--- src/rtl/multicycle_ctrl.sv ---
// Multi-cycle sequencer for a MIPS-subset CPU: steps the shared datapath through
// FETCH/DECODE/EXEC/MEM/WB with ready handshakes to instruction and data memory.
//
//  state  | meaning
//  FETCH  | request I-mem word, latch IR and advance PC on i_ready
//  DECODE | classify opcode/func; jumps and unknown encodings retire here
//  EXEC   | ALU command valid; BEQ resolves and retires here
//  MEM    | D-mem access for LW/SW
//  WB     | single-cycle register-file write
//  HALT   | handshake timeout, left only through rst
module multicycle_ctrl #(
    parameter int TIMEOUT = 16,
    parameter int CNT_W   = 32
) (
    input  logic             clk,
    input  logic             rst,
    input  logic             run,
    input  logic [5:0]       opcode,
    input  logic [5:0]       func,
    input  logic             alu_zero,
    input  logic             i_ready,
    input  logic             d_ready,
    output logic             i_req,
    output logic             d_req,
    output logic             d_we,
    output logic             ir_we,
    output logic             pc_we,
    output logic [1:0]       pc_src,
    output logic             reg_we,
    output logic             cu_c1,
    output logic             cu_c2,
    output logic             cu_c3,
    output logic             cu_c4,
    output logic [3:0]       cu_cA,
    output logic [2:0]       state,
    output logic [CNT_W-1:0] retired,
    output logic             bus_err
);

    localparam logic [5:0] INST_RTYPE = 6'h00;
    localparam logic [5:0] INST_J     = 6'h02;
    localparam logic [5:0] INST_BEQ   = 6'h04;
    localparam logic [5:0] INST_ORI   = 6'h0D;
    localparam logic [5:0] INST_LUI   = 6'h0F;
    localparam logic [5:0] INST_LW    = 6'h23;
    localparam logic [5:0] INST_SW    = 6'h2B;
    localparam logic [5:0] FUNC_ADD   = 6'h20;
    localparam logic [5:0] FUNC_NOR   = 6'h27;

    localparam logic [3:0] ALU_NULL = 4'h0;
    localparam logic [3:0] ALU_ADD  = 4'h1;
    localparam logic [3:0] ALU_SUB  = 4'h2;
    localparam logic [3:0] ALU_OR   = 4'h3;
    localparam logic [3:0] ALU_NOR  = 4'h4;
    localparam logic [3:0] ALU_LUI  = 4'h5;

    localparam int              WAIT_W     = $clog2(TIMEOUT + 1);
    localparam logic [WAIT_W-1:0] WAIT_LIMIT = WAIT_W'(TIMEOUT);

    typedef enum logic [2:0] {
        S_FETCH  = 3'd0,
        S_DECODE = 3'd1,
        S_EXEC   = 3'd2,
        S_MEM    = 3'd3,
        S_WB     = 3'd4,
        S_HALT   = 3'd7
    } state_t;

    typedef enum logic [3:0] {
        ID_NOP, ID_LUI, ID_ORI, ID_SW, ID_LW, ID_BEQ, ID_J, ID_NOR, ID_ADD
    } inst_t;

    state_t            r_state;
    state_t            w_state_next;
    inst_t             r_inst_id;
    inst_t             w_inst_id;
    logic [WAIT_W-1:0] r_wait;
    logic [WAIT_W-1:0] w_wait_inc;
    logic [CNT_W-1:0]  r_retired;
    logic              r_bus_err;

    logic       w_i_req;
    logic       w_d_req;
    logic       w_d_we;
    logic       w_ir_we;
    logic       w_pc_we;
    logic [1:0] w_pc_src;
    logic       w_reg_we;
    logic       w_cu_en;
    logic       w_retire;
    logic       w_waiting;
    logic       w_timeout;

    logic       w_dec_c1;
    logic       w_dec_c2;
    logic       w_dec_c4;
    logic [3:0] w_dec_cA;

    always_comb begin
        w_inst_id = ID_NOP;
        case (opcode)
            INST_RTYPE: begin
                if (func == FUNC_ADD) begin
                    w_inst_id = ID_ADD;
                end else if (func == FUNC_NOR) begin
                    w_inst_id = ID_NOR;
                end
            end
            INST_J:   w_inst_id = ID_J;
            INST_BEQ: w_inst_id = ID_BEQ;
            INST_ORI: w_inst_id = ID_ORI;
            INST_LUI: w_inst_id = ID_LUI;
            INST_LW:  w_inst_id = ID_LW;
            INST_SW:  w_inst_id = ID_SW;
            default:  w_inst_id = ID_NOP;
        endcase
    end

    // Datapath selects come from the instruction latched in DECODE, so they
    // stay stable through EXEC, MEM and WB even if IR bits change.
    always_comb begin
        w_dec_c1 = 1'b0;
        w_dec_c2 = 1'b0;
        w_dec_c4 = 1'b0;
        w_dec_cA = ALU_NULL;
        case (r_inst_id)
            ID_LUI: begin w_dec_c1 = 1'b1; w_dec_cA = ALU_LUI; end
            ID_ORI: begin w_dec_c1 = 1'b1; w_dec_cA = ALU_OR;  end
            ID_SW:  begin w_dec_c1 = 1'b1; w_dec_cA = ALU_ADD; end
            ID_LW:  begin w_dec_c1 = 1'b1; w_dec_c4 = 1'b1; w_dec_cA = ALU_ADD; end
            ID_BEQ: w_dec_cA = ALU_SUB;
            ID_NOR: begin w_dec_c2 = 1'b1; w_dec_cA = ALU_NOR; end
            ID_ADD: begin w_dec_c2 = 1'b1; w_dec_cA = ALU_ADD; end
            default: w_dec_cA = ALU_NULL;
        endcase
    end

    assign w_wait_inc = r_wait + WAIT_W'(1);

    always_comb begin
        w_state_next = r_state;
        w_i_req      = 1'b0;
        w_d_req      = 1'b0;
        w_d_we       = 1'b0;
        w_ir_we      = 1'b0;
        w_pc_we      = 1'b0;
        w_pc_src     = 2'd0;
        w_reg_we     = 1'b0;
        w_cu_en      = 1'b0;
        w_retire     = 1'b0;
        w_waiting    = 1'b0;
        w_timeout    = 1'b0;
        case (r_state)
            S_FETCH: begin
                if (run) begin
                    w_i_req = 1'b1;
                    if (i_ready) begin
                        w_ir_we      = 1'b1;
                        w_pc_we      = 1'b1;
                        w_state_next = S_DECODE;
                    end else begin
                        w_waiting = 1'b1;
                    end
                end
            end
            S_DECODE: begin
                case (w_inst_id)
                    ID_J: begin
                        w_pc_we      = 1'b1;
                        w_pc_src     = 2'd2;
                        w_retire     = 1'b1;
                        w_state_next = S_FETCH;
                    end
                    ID_NOP: begin
                        w_retire     = 1'b1;
                        w_state_next = S_FETCH;
                    end
                    default: w_state_next = S_EXEC;
                endcase
            end
            S_EXEC: begin
                w_cu_en = 1'b1;
                case (r_inst_id)
                    ID_BEQ: begin
                        w_pc_we      = alu_zero;
                        w_pc_src     = 2'd1;
                        w_retire     = 1'b1;
                        w_state_next = S_FETCH;
                    end
                    ID_SW, ID_LW: w_state_next = S_MEM;
                    default:      w_state_next = S_WB;
                endcase
            end
            S_MEM: begin
                w_cu_en = 1'b1;
                w_d_req = 1'b1;
                w_d_we  = (r_inst_id == ID_SW);
                if (d_ready) begin
                    if (r_inst_id == ID_SW) begin
                        w_retire     = 1'b1;
                        w_state_next = S_FETCH;
                    end else begin
                        w_state_next = S_WB;
                    end
                end else begin
                    w_waiting = 1'b1;
                end
            end
            S_WB: begin
                w_cu_en      = 1'b1;
                w_reg_we     = 1'b1;
                w_retire     = 1'b1;
                w_state_next = S_FETCH;
            end
            S_HALT:  w_state_next = S_HALT;
            default: w_state_next = S_FETCH;
        endcase
        if (w_waiting && (w_wait_inc == WAIT_LIMIT)) begin
            w_timeout    = 1'b1;
            w_state_next = S_HALT;
        end
    end

    // The wait counter only ever counts inside one state, so any transition clears it.
    always_ff @(posedge clk) begin
        if (rst) begin
            r_state   <= S_FETCH;
            r_inst_id <= ID_NOP;
            r_wait    <= '0;
            r_retired <= '0;
            r_bus_err <= 1'b0;
        end else begin
            r_state <= w_state_next;
            if (r_state == S_DECODE) begin
                r_inst_id <= w_inst_id;
            end
            if (w_state_next != r_state) begin
                r_wait <= '0;
            end else if (w_waiting) begin
                r_wait <= w_wait_inc;
            end
            if (w_retire) begin
                r_retired <= r_retired + CNT_W'(1);
            end
            if (w_timeout) begin
                r_bus_err <= 1'b1;
            end
        end
    end

    // Strobes are forced low during the reset cycle so a reset mid-access drops them at once.
    assign i_req   = w_i_req  & ~rst;
    assign d_req   = w_d_req  & ~rst;
    assign d_we    = w_d_we   & ~rst;
    assign ir_we   = w_ir_we  & ~rst;
    assign pc_we   = w_pc_we  & ~rst;
    assign pc_src  = w_pc_src & {2{~rst}};
    assign reg_we  = w_reg_we & ~rst;
    assign cu_c1   = w_dec_c1 & w_cu_en & ~rst;
    assign cu_c2   = w_dec_c2 & w_cu_en & ~rst;
    assign cu_c3   = 1'b0;
    assign cu_c4   = w_dec_c4 & w_cu_en & ~rst;
    assign cu_cA   = w_dec_cA & {4{w_cu_en & ~rst}};
    assign state   = r_state;
    assign retired = r_retired;
    assign bus_err = r_bus_err;

endmodule

--- config.mk ---
export PLATFORM = sky130hd
export DESIGN_NAME = multicycle_ctrl
export DESIGN_NICKNAME = d
export VERILOG_FILES = /design/src/rtl/multicycle_ctrl.sv
export SDC_FILE = /design/constraint.sdc
export NUM_CORES = 1
export LEC_CHECK = 0
export BUFFER_PORTS_ARGS = -buffer_cell sky130_fd_sc_hd__buf_2
export CORE_UTILIZATION = 35
export DETAILED_ROUTE_END_ITERATION = 12
export PLACE_DENSITY = 0.55
export RECOVER_POWER = 25
export SYNTH_ARGS = -nofsm -noshare
export SYNTH_HDL_FRONTEND = slang
export SYNTH_SLANG_ARGS = --single-unit
--- constraint.sdc ---
create_clock -name clk -period 2.3 [get_ports clk]
set_input_delay 0.23 -clock clk [delete_from_list [all_inputs] [get_ports clk]]
set_output_delay 0.23 -clock clk [all_outputs]
set_load 0.05 [all_outputs]
==> results.json <==
{
  "status": "finished, final reports clean",
  "drv_cap": 0,
  "async_flop_share_pct": 0,
  "whs_endpoint": "state[0]",
  "syn-instance-count": 399,
  "power_density_nw_per_um2": 367,
  "die_h_um": 96.7,
  "setup_ws_ns": 0.0948,
  "startpoint_type": "flip-flop",
  "ir_worst_vdd_uv": 213,
  "clock_skew_ns": 0.00791,
  "area.growth.synth_to_final_pct": 29.2,
  "grt_max_degree": 85,
  "grtUsageTotal_pct": 17.1,
  "critPathCaptureType": "output port",
  "cts_tree": "done",
  "finish.utilization_pct": 46.7,
  "num_rows": 34,
  "max_freq_ghz": 0.453,
  "grt_pass1_wl_mm": 13.5,
  "rsz0062_at_grt": "yes",
  "cts_made_buffers": 5,
  "arrival_ns": 1.98,
  "fin_crit_ns": 2.21,
  "core-area_um2": 8680,
  "stdcell_area_um2": 4050,
  "critPathKind": "flip-flop to output port",
  "ff2ff_path_depth": 7,
  "crit_fanout": 8,
  "tightest_slew_ns": 0.643,
  "num_vias": 3147,
  "place_hpwl_mm": 5.84,
  "path_cells": "buf_4, nor2_1, buf_4, a21oi_1, or2_2, nor2_1, and4_1, buf_6",
  "grt.overflow.total": 0,
  "ctsHoldBuffers": 0,
  "wl_per_cell_um": 13.4,
  "start_util_pct": 36.1,
  "leakage_nw": 1.66,
  "syn_area_um2": 3140,
  "clk_latency_ns": 0.31,
  "dieArea_um2": 9340,
  "io_buffers": 67,
  "required_ns": 2.07,
  "drtAntennaViolNets": 0,
  "placed_cell_area_um2": 3940,
  "hold_viol_final": 0,
  "rrSetupSlack_ns": 0.10,
  "maxSlewHeadroom_pct": 57.3,
  "wirelength_mm": 7.97,
  "antenna_found_initial": 0,
  "hp-start": "i_ready",
  "dp_worst_setup_slack_ns": -0.225,
  "io_pins": 70,
  "dr.first_iter.drc_count": 145,
  "whs_path_depth": 3,
  "drt_first_pass_iters": 5,
  "drc": 0,
  "grt_pass1_vias": 2898,
  "ys_seq_area_share_pct": 28.7,
  "period_share_pct": 95.9,
  "r2r_start": "retired[15]",
  "setup_violations": 0,
  "syn_area_per_cell_um2": 7.86,
  "ys_seq_elements": 45,
  "place.gp.congestion": 0.824,
  "cp_slowest_cell": "dfxtp_2",
  "avgViaCountPerCell": 5.30,
  "nets": 506,
  "synth-main-ff-cell": "dfxtp_1",
  "drive_gt1_share_pct": 33.1,
  "path_clk_slew_ns": 0.10,
  "max_stage_delay_ns": 0.35,
  "die_w_um": 96.7,
  "cts_buffer_depth": 2,
  "htreeDepth": 2,
  "cts_root_buf": "clkbuf_8",
  "cts.sinks": 45,
  "synthDistinctLibCells": 64,
  "post-cts-setup-buffers": 0,
  "diodes": 0,
  "drv_slew": 0,
  "reg2reg_to": "retired[23]",
  "hp-class": "input pin to flip-flop",
  "yosysWarnings": 0,
  "synth_edf_count": 0
}
power by group:
part	leakage (nW)	internal [mW]	total (mW)	switching (mW)
Combinational	1.23	0.0748	0.199	0.124
Clock	0.0489	0.217	0.512	0.295
Sequential	0.376	0.769	0.775	0.00638
Total	1.66	1.06	1.49	0.425
metal layers:
layer	GRT usage [%]	share of wire, %	vias to the layer above
li1	-	-	1594
met1	23.0	48	1468
met2	27.6	47	73
met3	3.25	3.9	12
met4	5.28	1.5	0
met5	0	0	-
synthesized netlist by cell type, types with 4 or more instances:
master	instances	area, µm²
and2_1	4	25.0
o21ai_0	4	20.0
mux2_2	19	214
nor2_1	55	206
and3_1	5	31.3
nand2b_1	4	25.0
nor4b_1	4	35.0
nor3_1	13	65.1
nand4_1	11	68.8
a21oi_1	24	120
nand3_1	15	75.1
nor2b_1	27	169
buf_2	5	25.0
nand2_1	33	124
o21ai_1	8	40.0
xnor2_1	6	52.6
a21boi_1	4	30.0
inv_1	8	30.0
a211oi_1	8	60.1
xor2_1	4	35.0
nor4_1	5	31.3
dfxtp_1	45	901
mux2_1	13	146
clkbuf_1	19	71.3
through the flow:
stage                     hold WS [ns]  TNS, ns  total power, mW  cells
after floorplan                  0.388    -1.45            0.925    400
after global placement           0.436    -1.14            0.986    586
after detailed placement         0.438    -2.19            0.989    586
after CTS                        0.208        0             1.51    594
after global routing             0.229  -0.0665             1.57    594
final                            0.219        0             1.49    594
cell usage in the layout (no fill, tap or decap), types with 8 or more instances in the layout:
cell and count:
a21oi_1 23, buf_2 41, buf_4 37, clkbuf_1 22
dfxtp_1 26, dfxtp_4 13, inv_1 8, mux2_1 13
mux2_2 19, nand2_1 33, nand3_1 15, nand4_1 11
nor2_1 54, nor2b_1 26, nor3_1 11, o21ai_1 9
flip-flops by register name (all words and copies together), names as in the netlist:
register,count
retired,32
r_wait,5
r_inst_id,4
state,3
bus_err,1
how the worst max path moves through the flow:
| stage | from | to | cells past startpoint |
|---|---|---|---|
| finish | state[1] | cu_cA[2] | 8 |
| global route | state[2] | pc_we | 8 |
| CTS | state[0] | retired[29] | 6 |
| detailed placement | opcode[0] | retired[29] | 7 |
| global placement | opcode[0] | retired[27] | 7 |
| floorplan | state[1] | cu_c1 | 6 |
what timing repair did:
| item | CTS | global route |
|---|---|---|
| gates resized for setup | 2 | 15 |
| endpoints found under the setup margin | 3 | 9 |
| pin swaps | 1 | 3 |
layout make-up:
cell class	count	area (µm²)
Multi-Input combinational cell	319	2190
Clock inverter	3	20.0
Clock buffer	5	68.8
Sequential cell	45	957
Tap cell	108	135
Fill cell	883	4630
Inverter	8	30.0
Timing Repair Buffer	106	656
logic make-up (layout without fill, tap and decap cells):
family	count (synthesis)	count (layout)	share of synthesized area, %
buffers and inverters	36	122	5.03
and+or+nand+nor	203	203	35.1
xor gates and xnor gates	11	11	3.31
muxes	33	33	11.8
AOI/OAI and AO/OA	67	67	14.7
adders and majority gates	3	3	1.20
other	1	2	0.120
DFF	45	45	28.7
critical path, delay by kind of cell, from the launching register on:
kind / cells / cell delay (ns)
buffers and inverters: 3 / 0.48
AND/OR/NAND/NOR: 4 / 0.78
AO/OA/AOI/OAI: 1 / 0.06
flip-flops: 1 / 0.35
No activity file was read; power rests on OpenSTA's default activity.
